File: src/rtl/memory_arbiter_pkg.sv
// memory_arbiter_pkg: shared types for the instruction/data RAM arbiter
package memory_arbiter_pkg;

    typedef logic [31:0] word_t;

    typedef enum logic [1:0] {
        FREE   = 2'd0,
        BUSY   = 2'd1,
        ACCESS = 2'd2,
        ERROR  = 2'd3
    } ramstate_t;

    typedef enum logic [1:0] {
        IDLE = 2'd0,
        DREQ = 2'd1,
        IREQ = 2'd2
    } arb_state_t;

endpackage

File: src/rtl/arb_sat_counter.sv
// arb_sat_counter: enable-gated up counter that sticks at its all-ones value
module arb_sat_counter #(
    parameter int W = 16
) (
    input  logic         CLK,
    input  logic         nRST,
    input  logic         en,
    output logic [W-1:0] count
);

    // count enabled cycles, holding once every bit is set
    always_ff @(posedge CLK or negedge nRST) begin
        if (!nRST) count <= '0;
        else if (en && count != '1) count <= count + 1'b1;
    end

endmodule

File: src/rtl/memory_arbiter.sv
// memory_arbiter: single-port RAM arbiter, data path has priority over fetch.
// Optional statistics counters are built only when ARB_STATS_EN is defined.
module memory_arbiter
    import memory_arbiter_pkg::*;
#(
    parameter int CNT_W = 16
) (
    input  logic             CLK,
    input  logic             nRST,
    input  logic             iREN,
    input  word_t            iaddr,
    input  logic             dREN,
    input  logic             dWEN,
    input  word_t            daddr,
    input  word_t            dstore,
    input  logic [1:0]       ramstate,
    input  word_t            ramload,
    output logic             ramREN,
    output logic             ramWEN,
    output word_t            ramaddr,
    output word_t            ramstore,
    output logic             iwait,
    output logic             dwait,
    output word_t            iload,
    output word_t            dload,
    output logic [CNT_W-1:0] icount,
    output logic [CNT_W-1:0] dcount,
    output logic [CNT_W-1:0] stall_count
);

    arb_state_t state;
    logic       d_req, access, d_done, i_done;

    assign d_req  = dREN | dWEN;
    assign access = ramstate_t'(ramstate) == ACCESS;
    // a dropped request in its own ACCESS cycle is an abort, not a completion
    assign d_done = state == DREQ && d_req && access;
    assign i_done = state == IREQ && iREN && access;

    // ownership FSM: one RAM transaction at a time, released on ACCESS or abort
    always_ff @(posedge CLK or negedge nRST) begin
        if (!nRST) state <= IDLE;
        else begin
            case (state)
                IDLE:    state <= d_req ? DREQ : iREN ? IREQ : IDLE;
                DREQ:    state <= (!d_req || access) ? IDLE : DREQ;
                IREQ:    state <= (!iREN || access) ? IDLE : IREQ;
                default: state <= IDLE;
            endcase
        end
    end

    // RAM port follows the owning requester; completion is same-cycle as ACCESS
    always_comb begin
        ramREN   = state == IREQ ? 1'b1 : state == DREQ ? dREN & ~dWEN : 1'b0;
        ramWEN   = state == DREQ && dWEN;
        ramaddr  = state == DREQ ? daddr : state == IREQ ? iaddr : '0;
        ramstore = state == DREQ ? dstore : '0;
        dwait    = !d_done;
        iwait    = !i_done;
        dload    = d_done ? ramload : '0;
        iload    = i_done ? ramload : '0;
    end

`ifdef ARB_STATS_EN
    arb_sat_counter #(.W(CNT_W)) u_icount (
        .CLK(CLK), .nRST(nRST), .en(i_done), .count(icount)
    );
    arb_sat_counter #(.W(CNT_W)) u_dcount (
        .CLK(CLK), .nRST(nRST), .en(d_done), .count(dcount)
    );
    arb_sat_counter #(.W(CNT_W)) u_stall (
        .CLK(CLK), .nRST(nRST), .en(state != IDLE && !access), .count(stall_count)
    );
`else
    assign icount      = '0;
    assign dcount      = '0;
    assign stall_count = '0;
`endif

endmodule

File: config.mk
export PLATFORM = sky130hd
export DESIGN_NAME = memory_arbiter
export DESIGN_NICKNAME = d
export VERILOG_FILES = /design/src/rtl/memory_arbiter_pkg.sv /design/src/rtl/arb_sat_counter.sv /design/src/rtl/memory_arbiter.sv
export SDC_FILE = /design/constraint.sdc
export NUM_CORES = 1
export LEC_CHECK = 0
export CAP_MARGIN = 20
export CELL_PAD_IN_SITES_DETAIL_PLACEMENT = 1
export CELL_PAD_IN_SITES_GLOBAL_PLACEMENT = 1
export CORE_AREA = 2 2 122 124
export DETAILED_ROUTE_END_ITERATION = 7
export DIE_AREA = 0 0 124 126
export DONT_BUFFER_PORTS = 1
export PLACE_DENSITY_LB_ADDON = 0.1
export SYNTH_ARGS = -nofsm -noshare
export SYNTH_HDL_FRONTEND = slang
export SYNTH_HIERARCHICAL = 1
export SYNTH_SLANG_ARGS = --single-unit
File: constraint.sdc
create_clock -name CLK -period 1.3 [get_ports CLK]
set_input_delay 0.195 -clock CLK [delete_from_list [all_inputs] [get_ports CLK]]
set_output_delay 0.195 -clock CLK [all_outputs]
set_load 0.01 [all_outputs]
==> Word level (Yosys, flattened, before mapping) <==
Index checks and enable logic that the tools add are counted.
{ "word_totals": {"reg_bits": 2, "in_bits": 135, "output_inout_bits": 180} }
{ "op_classes": {"eq_ne": 3, "n_mux": 12, "bitwise": 3, "n_reduce_logical": 12} }
{ "op_table": {"columns": ["operator", "count"], "rows": [
  ["$mux W32", 5],
  ["$mux W2", 3],
  ["$pmux W2 S3", 1],
  ["$logic_and A1 B1 Y1", 5],
  ["$eq A2 B2 Y1 const B", 2],
  ["$logic_not A1 Y1", 4],
  ["$mux W1", 3],
  ["$eq A2 B1 Y1 const B", 1],
  ["$logic_not A2 Y1", 1],
  ["$logic_or A1 B1 Y1", 2],
  ["$and A1 B1 Y1", 1],
  ["$not A1 Y1", 1],
  ["$or A1 B1 Y1", 1]
]} }

==> Logic depth before layout (Yosys ltp) <==
Gate-level depths: netlist (run 1).
{ "depth": {"depth_word": 5, "depth_mapped": 4, "depth_no_buf": 3} }

==> Least setup slack after synthesis (run 1) <==
Ideal clock, no wire load.
{ "synth_timing": {"kind": "reg-to-output", "startpoint": "register state[1]", "endpoint": "output port dload[22]", "arrival_time_ns": 1.081, "slack_ns": 0.024, "stages_incl_launch_ff": 5, "path_buffers": 1, "path_cell_list": "dfrtp_1 nor2b_4 and3b_4 buf_6 and2_1"} }
{ "synth_via": {"elab_chain_len": 4} }
{ "synth_rtl": {"columns": ["item", "line", "rtl"], "rows": [
  ["start: declaration", "memory_arbiter.sv:31", "arb_state_t state;"],
  ["start signal: assignment", "memory_arbiter.sv:45", "IDLE: state <= d_req ? DREQ : iREN ? IREQ : IDLE;"],
  ["start signal: assignment", "memory_arbiter.sv:46", "DREQ: state <= (!d_req || access) ? IDLE : DREQ;"],
  ["start signal: assignment", "memory_arbiter.sv:47", "IREQ: state <= (!iREN || access) ? IDLE : IREQ;"],
  ["$eq A2 B1 Y1", "memory_arbiter.sv:37", "assign d_done = state == DREQ && d_req && access;"],
  ["$logic_and A1 B1 Y1 (2 in a row)", "memory_arbiter.sv:37", null],
  ["$mux W32", "memory_arbiter.sv:61", "dload = d_done ? ramload : '0;"],
  ["end: declaration", "memory_arbiter.sv:25", "output word_t dload,"]
]} }
Every way passes these cells.

==> Worst setup path after layout (run 1) <==
{ "layout_timing": {"startpoint": "register state[1]", "endpoint": "output port ramaddr[29]"} }
{ "layout_via": {"elab_chain_len": 3, "elab_cells_between_ends": 4} }
{ "layout_rtl": {"columns": ["item", "line", "rtl"], "rows": [
  ["$eq A2 B2 Y1", "memory_arbiter.sv:57", "ramaddr = state == DREQ ? daddr : state == IREQ ? iaddr : '0;"],
  ["$mux W32", "memory_arbiter.sv:57", null],
  ["$mux W32 (*)", "memory_arbiter.sv:57", null],
  ["end: declaration", "memory_arbiter.sv:20", "output word_t ramaddr,"]
]} }
Every way passes the cells marked *; elsewhere a longest branch is shown, timed or not.

==> results of run 1 <==
-- synthesized netlist by cell type, drive strengths merged --
master  instances  area (um2)
and3b           1        12.5
a31o            1        8.76
nor2b           4        32.5
conb            1        3.75
and2b           1        7.51
a22o           32         280
inv             3        11.3
and3            1        11.3
o21a            1        7.51
buf            65         498
nor3            1        5.00
a211oi          1        7.51
and2           97         607
dfrtp           2        50.1
nor2            1        3.75
-- worst paths after layout --
kind	from	to	slack, ps	cells after the start
setup / recovery	state[1]	ramaddr[29]	-320	4
hold / removal	dREN	state[1]	210	2
setup reg to reg	state[1]	state[1]	310	3
hold reg to reg	state[1]	state[0]	660	2
max in group asynchronous	nRST	state[0]	930	1
min in group asynchronous	nRST	state[1]	220	1
-- metal layers --
layer	part of all wire [%]	track usage (%)	up-vias
li1	-	-	616
met1	30	5.11	661
met2	59	14.9	189
met3	11	1.27	5
met4	0.52	1.19	0
met5	0	0	-
-- layout by cell type, fill, tap and decap left out, drive strengths merged --
| cell | count |
|---|---|
| and3 | 3 |
| clkbuf | 5 |
| nor3 | 1 |
| inv | 3 |
| buf | 17 |
| dlygate4sd3 | 1 |
| dfrtp | 2 |
| nor2 | 1 |
| and2 | 97 |
| o21a | 1 |
| and2b | 1 |
| a211oi | 1 |
| and3b | 1 |
| a31o | 1 |
| nor2b | 4 |
| conb | 48 |
| a22o | 32 |
-- layout make-up --
cell class / instances / area [um2] / area share (%)
inverter: 3 / 11.3 / 0.521
multi-input combinational: 191 / 1500 / 69.5
tap: 184 / 230 / 10.7
clock buffer: 3 / 75.1 / 3.48
timing repair buffer: 20 / 293 / 13.6
sequential: 2 / 50.0 / 2.32
-- report_power, final --
group / leakage (nW) / internal (mW) / switching [mW] / total, mW
Combinational: 0.924 / 0.403 / 0.431 / 0.834
Sequential: 0.0249 / 0.0670 / 0.00633 / 0.0733
Clock: 0.0370 / 0.392 / 0.0828 / 0.475
-- kinds of logic after synthesis --
group	share of synthesized area (%)
other cells	0.242
compound gates	19.7
buf+inv	32.9
flops	3.24
simple gates	43.9
-- metrics by stage --
step	TNS, ps	instances	instance area, um2	setup slack [ps]	util (%)
after global routing	-41000	403	2160	-365	15.1
after floorplan	0	259	1720	24.1	-
after global placement	-8220	388	1580	-204	11.1
after CTS	-34380	399	1950	-308	13.6
after detailed placement	-4300	388	1580	-113	11.1
final	-32740	403	2160	-321	15.1
-- repair_timing --
action | in CTS | in global routing
cloned | 4 | 4
pin swaps | 3 | 9
hold buffers | 1 | 0
setup buffers | 3 | 0
resized for setup | 74 | 25
endpoints found under the setup margin | 132 | 132
endpoints found under the hold margin | 2 | 0
==> results.ini, run 1 <==
[clock_tree]
insertion_delay_ps = 230
cts_buffers = 3
cts_tree = done
htree_levels = 1
cts.sinks = 2
clk_path_buf_depth = 2
clk_pin_slew_worst_paths_ps = 30
cts_root_buffer = clkbuf_16

[timing]
drv_slew = 0
timing.final.crit_share_pct = 125
clock.fmax_mhz = 617
rsz0062_at_grt = true
setup_slack_ps = -321
clock_skew_ps = 1.42
setup_viol = 132
hold_viol_final = 0
hold_slack_ps = 206
min_period_ps = 1620

[synth]
syn_inst = 212
ys_types = 19
netlist_area_um2 = 1550
syn_area_per_cell_um2 = 7.29
yosysWarnings = 6
synth-seq-area-share_pct = 3.24
ys_ff_latch = 2

[pwr]
p_total_mw = 1.38
p_per_area_nw_per_um2 = 640
ir_drop_mv = 0.256
p_leak_nw = 0.986

[place]
io_buffers = 0
hpwl_um = 4640
gp_congestion = 0.743

[critical_path]
crit_type = flip-flop to output pin
required_ps = 1110
critPathBufInv = 2
path_cells = buf_6 -> nor2b_4 -> clkbuf_16 -> a22o_1
critPathMaxFanout = 8
worstSetupEndpointType = output pin
critPathArrivalTime_ps = 1430
startpoint_type = flip-flop
critPathSlowestCell = dfrtp_1
crit_family = flip-flops
slowest_delay_ps = 420

[floorplan]
start_util_pct = 10.8
core.rowCount = 44
dieArea_um2 = 15600
die_y_um = 126
fp.coreArea_um2 = 14300
io_pins = 315
die_w_um = 124

[finish]
nets = 356
n_antenna_cell = 0
largest-register = state
nFillCells = 1688
drive_above_1_share_pct = 55.3
syn_to_final_growth_pct = 39.6
largest_reg_flops = 2
largestRegisters = state (2)

[job]
drv_cap = 0

[global_route]
grt_overflow = 0
grt_max_degree = 34
track_usage_pct = 6.43
antenna_found_initial = 0
grt_pass1_vias = 1292
grt_pass1_wl_um = 7300

[min_path]
worstHoldPathType = input port to flip-flop

[status]
outcome = complete, but fails checks
failed_checks = setup timing

[route]
drc = 0
detail_route.wl_per_cell_um = 17.2
finalWirelength_um = 6930
final_antenna_net_count = 0
drt-pass1-iter-count = 4
vias = 1471
avgViaCountPerCell = 3.65
drt-initial-drc-count = 30

No activity file was read; power rests on OpenSTA's default activity.
==> run 2, diff against run 1 <==
==> constraint.sdc (replaced) <==
create_clock -name CLK -period 1.7 [get_ports CLK]
set_input_delay 0.255 -clock CLK [delete_from_list [all_inputs] [get_ports CLK]]
set_output_delay 0.255 -clock CLK [all_outputs]
set_load 0.01 [all_outputs]
==> run 2 against run 1 <==
Effect of this change: the flow now finishes without violations; core utilization shrank 1.8 points; routed wire length fell by 9.5%; sequential share of layout area rose by 0.31 points; combinational power shrank 39%; critical path depth is the same; die area unchanged; clock power down 25%; cell count shrank 2.2%.
==> results.ini, run 2 (synthesis gave the netlist of run 1 again) <==
[critical_path]
startpoint_type = flip-flop  ; unchanged
critPathArrivalTime_ps = 1430  ; about the same
crit_type = flip-flop to output pin  ; unchanged
critPathSlowestCell = dfrtp_1  ; unchanged
worstSetupEndpointType = output pin  ; unchanged
crit_cells = 4  ; unchanged
startpoint = state[1]  ; unchanged
required_ps = 1440  ; was 1110 ps
slowest_delay_ps = 380  ; was 420 ps
crit_family = buffers and inverters  ; was flip-flops
worst-r2r-cell-count = 3  ; unchanged
critPathBufInv = 2  ; unchanged
r2r-start = state[1]  ; unchanged
critPathMaxFanout = 16  ; was 8
path_cells = buf_4 -> nor2b_4 -> clkbuf_16 -> a22o_1  ; was buf_6 -> nor2b_4 -> clkbuf_16 -> a22o_1

[timing]
tns_ps = 0  ; was -32740 ps
hold_slack_ps = 276  ; was 206 ps
rsz0062_at_grt = true  ; unchanged
clock_skew_ps = 0.270  ; was 1.42 ps
min_period_ps = 1680
clock.fmax_mhz = 594
timing.final.crit_share_pct = 99.1
drv_slew = 0  ; unchanged
hold_viol_final = 0  ; unchanged
setup_viol = 0  ; was 132

[pwr]
p_leak_nw = 0.836  ; was 0.986 nW
ir_drop_mv = 0.202  ; was 0.256 mV
p_per_area_nw_per_um2 = 481  ; was 640 nW/um2

[global_route]
grt_pass1_wl_um = 6180  ; was 7300 um
track_usage_pct = 5.29  ; was 6.43%
grt_pass1_vias = 1150  ; was 1292
grt_max_degree = 44  ; was 34
grt_overflow = 0  ; unchanged
antenna_found_initial = 0  ; unchanged

[place]
hpwl_um = 4540  ; was 4640 um
place_area_um2 = 1500  ; was 1580 um2
io_buffers = 0  ; unchanged
gp_congestion = 0.708  ; was 0.743
placed_cells = 382  ; was 388

[floorplan]
die_w_um = 124  ; unchanged
dieArea_um2 = 15600  ; unchanged
io_pins = 315  ; unchanged
fp.coreArea_um2 = 14300  ; unchanged
core.rowCount = 44  ; unchanged
die_y_um = 126  ; unchanged
start_util_pct = 10.8  ; unchanged

[job]
drv_cap = 0  ; unchanged

[finish]
fin_cells = 394  ; was 403
largestRegisters = state (2)  ; unchanged
n_antenna_cell = 0  ; unchanged
syn_to_final_growth_pct = 23.1  ; was 39.6%
nFillCells = 1712  ; was 1688
final_cell_mix = and2_1 (80), conb_1 (48), a22o_4 (19)  ; was and2_4 (77), conb_1 (48), a22o_1 (20)
mostFrequentLayoutCell = and2_1  ; was and2_4
final_cell_area_um2 = 1900  ; was 2160 um2
drive_above_1_share_pct = 27.6  ; was 55.3%
largest_reg_flops = 2  ; unchanged
largest-register = state  ; unchanged
nets = 347  ; was 356

[route]
finalWirelength_um = 6270  ; was 6930 um
avgViaCountPerCell = 3.62  ; was 3.65
drt-initial-drc-count = 37  ; was 30
detail_route.wl_per_cell_um = 15.9  ; was 17.2 um
drc = 0  ; unchanged
drt-pass1-iter-count = 2  ; was 4
final_antenna_net_count = 0  ; unchanged
vias = 1427  ; was 1471

[clock_tree]
cts_buffers = 3  ; unchanged
clk_pin_slew_worst_paths_ps = 30  ; about the same
clk_path_buf_depth = 2  ; unchanged
cts_root_buffer = clkbuf_16  ; unchanged
cts.sinks = 2  ; unchanged
cts_tree = done  ; unchanged
insertion_delay_ps = 220  ; was 230 ps
htree_levels = 1  ; unchanged

[min_path]
hp-start = dREN  ; unchanged
worstHoldPathCells = 2  ; unchanged
worstHoldPathType = input port to flip-flop  ; unchanged

[status]
outcome = finished clean  ; was complete, but fails checks

==> run 2: changes by cell type in the layout (fill, tap and decap cells not counted), moves of 2 or more <==
cell | previous run | this run
a22o_1 | 20 | 13
buf_16 | 2 | 0
and2_4 | 77 | 17
and2_1 | 19 | 80
and3b_2 | 0 | 2
buf_12 | 4 | 1
a22o_4 | 12 | 19
buf_4 | 8 | 3
==> run 2: where the power goes <==
part           switching, mW  internal (mW)  leakage [nW]
registers            0.00338         0.0513        0.0249
clock network         0.0554          0.299        0.0370
logic                  0.303          0.205         0.775
total                  0.361          0.556         0.836
==> run 2: cell type report <==
| class | instances | area [um2] | share of cell area [%] |
|---|---|---|---|
| tap | 184 | 230 | 12.1 |
| sequential | 2 | 50.0 | 2.63 |
| clock buffer | 3 | 75.1 | 3.94 |
| multi-input combinational | 194 | 1430 | 75.3 |
| inverter | 3 | 11.3 | 0.591 |
| timing repair buffer | 8 | 104 | 5.45 |
==> run 2: path summary, 6_finish.rpt <==
kind                          endpoint  slack (ps)
setup / recovery           ramaddr[22]          20
hold / removal                state[1]         280
hold reg to reg               state[1]         610
max in group asynchronous     state[0]        1270
setup reg to reg              state[1]         690
min in group asynchronous     state[1]         290
==> run 2: through the flow <==
| step | setup WS, ps | power, mW | utilization, % |
|---|---|---|---|
| CTS | -13.7 | 0.836 | 11.3 |
| floorplan | 364 | 0.514 | - |
| detailed placement | 200 | 0.458 | 10.5 |
| global placement | 209 | 0.468 | 10.5 |
| global route | -87.0 | 0.972 | 13.3 |
| finish | 15.9 | 0.917 | 13.3 |
==> run 2: metal layers <==
layer / track usage, % / vias to the layer above / part of all wire [%]
li1: - / 598 / -
met1: 4.45 / 645 / 28
met2: 12.2 / 184 / 61
met3: 0.815 / 0 / 11
met4: 0.793 / 0 / 0
met5: 0 / - / 0
==> run 2: repair_timing <==
action / in CTS / in global routing
setup buffers: 1 / 1
hold endpoints to repair: 2 / 0
pin swaps: 0 / 10
hold buffers: 1 / 0
gates cloned: 1 / 5
endpoints found under the setup margin: 36 / 128
gates resized for setup: 4 / 42
==> run 2: worst register-to-register path, cell delays in order, from the launching register on <==
cell and delay [ps]:
dfrtp_1 400, buf_4 170, nor2b_1 130, o21a_1 200
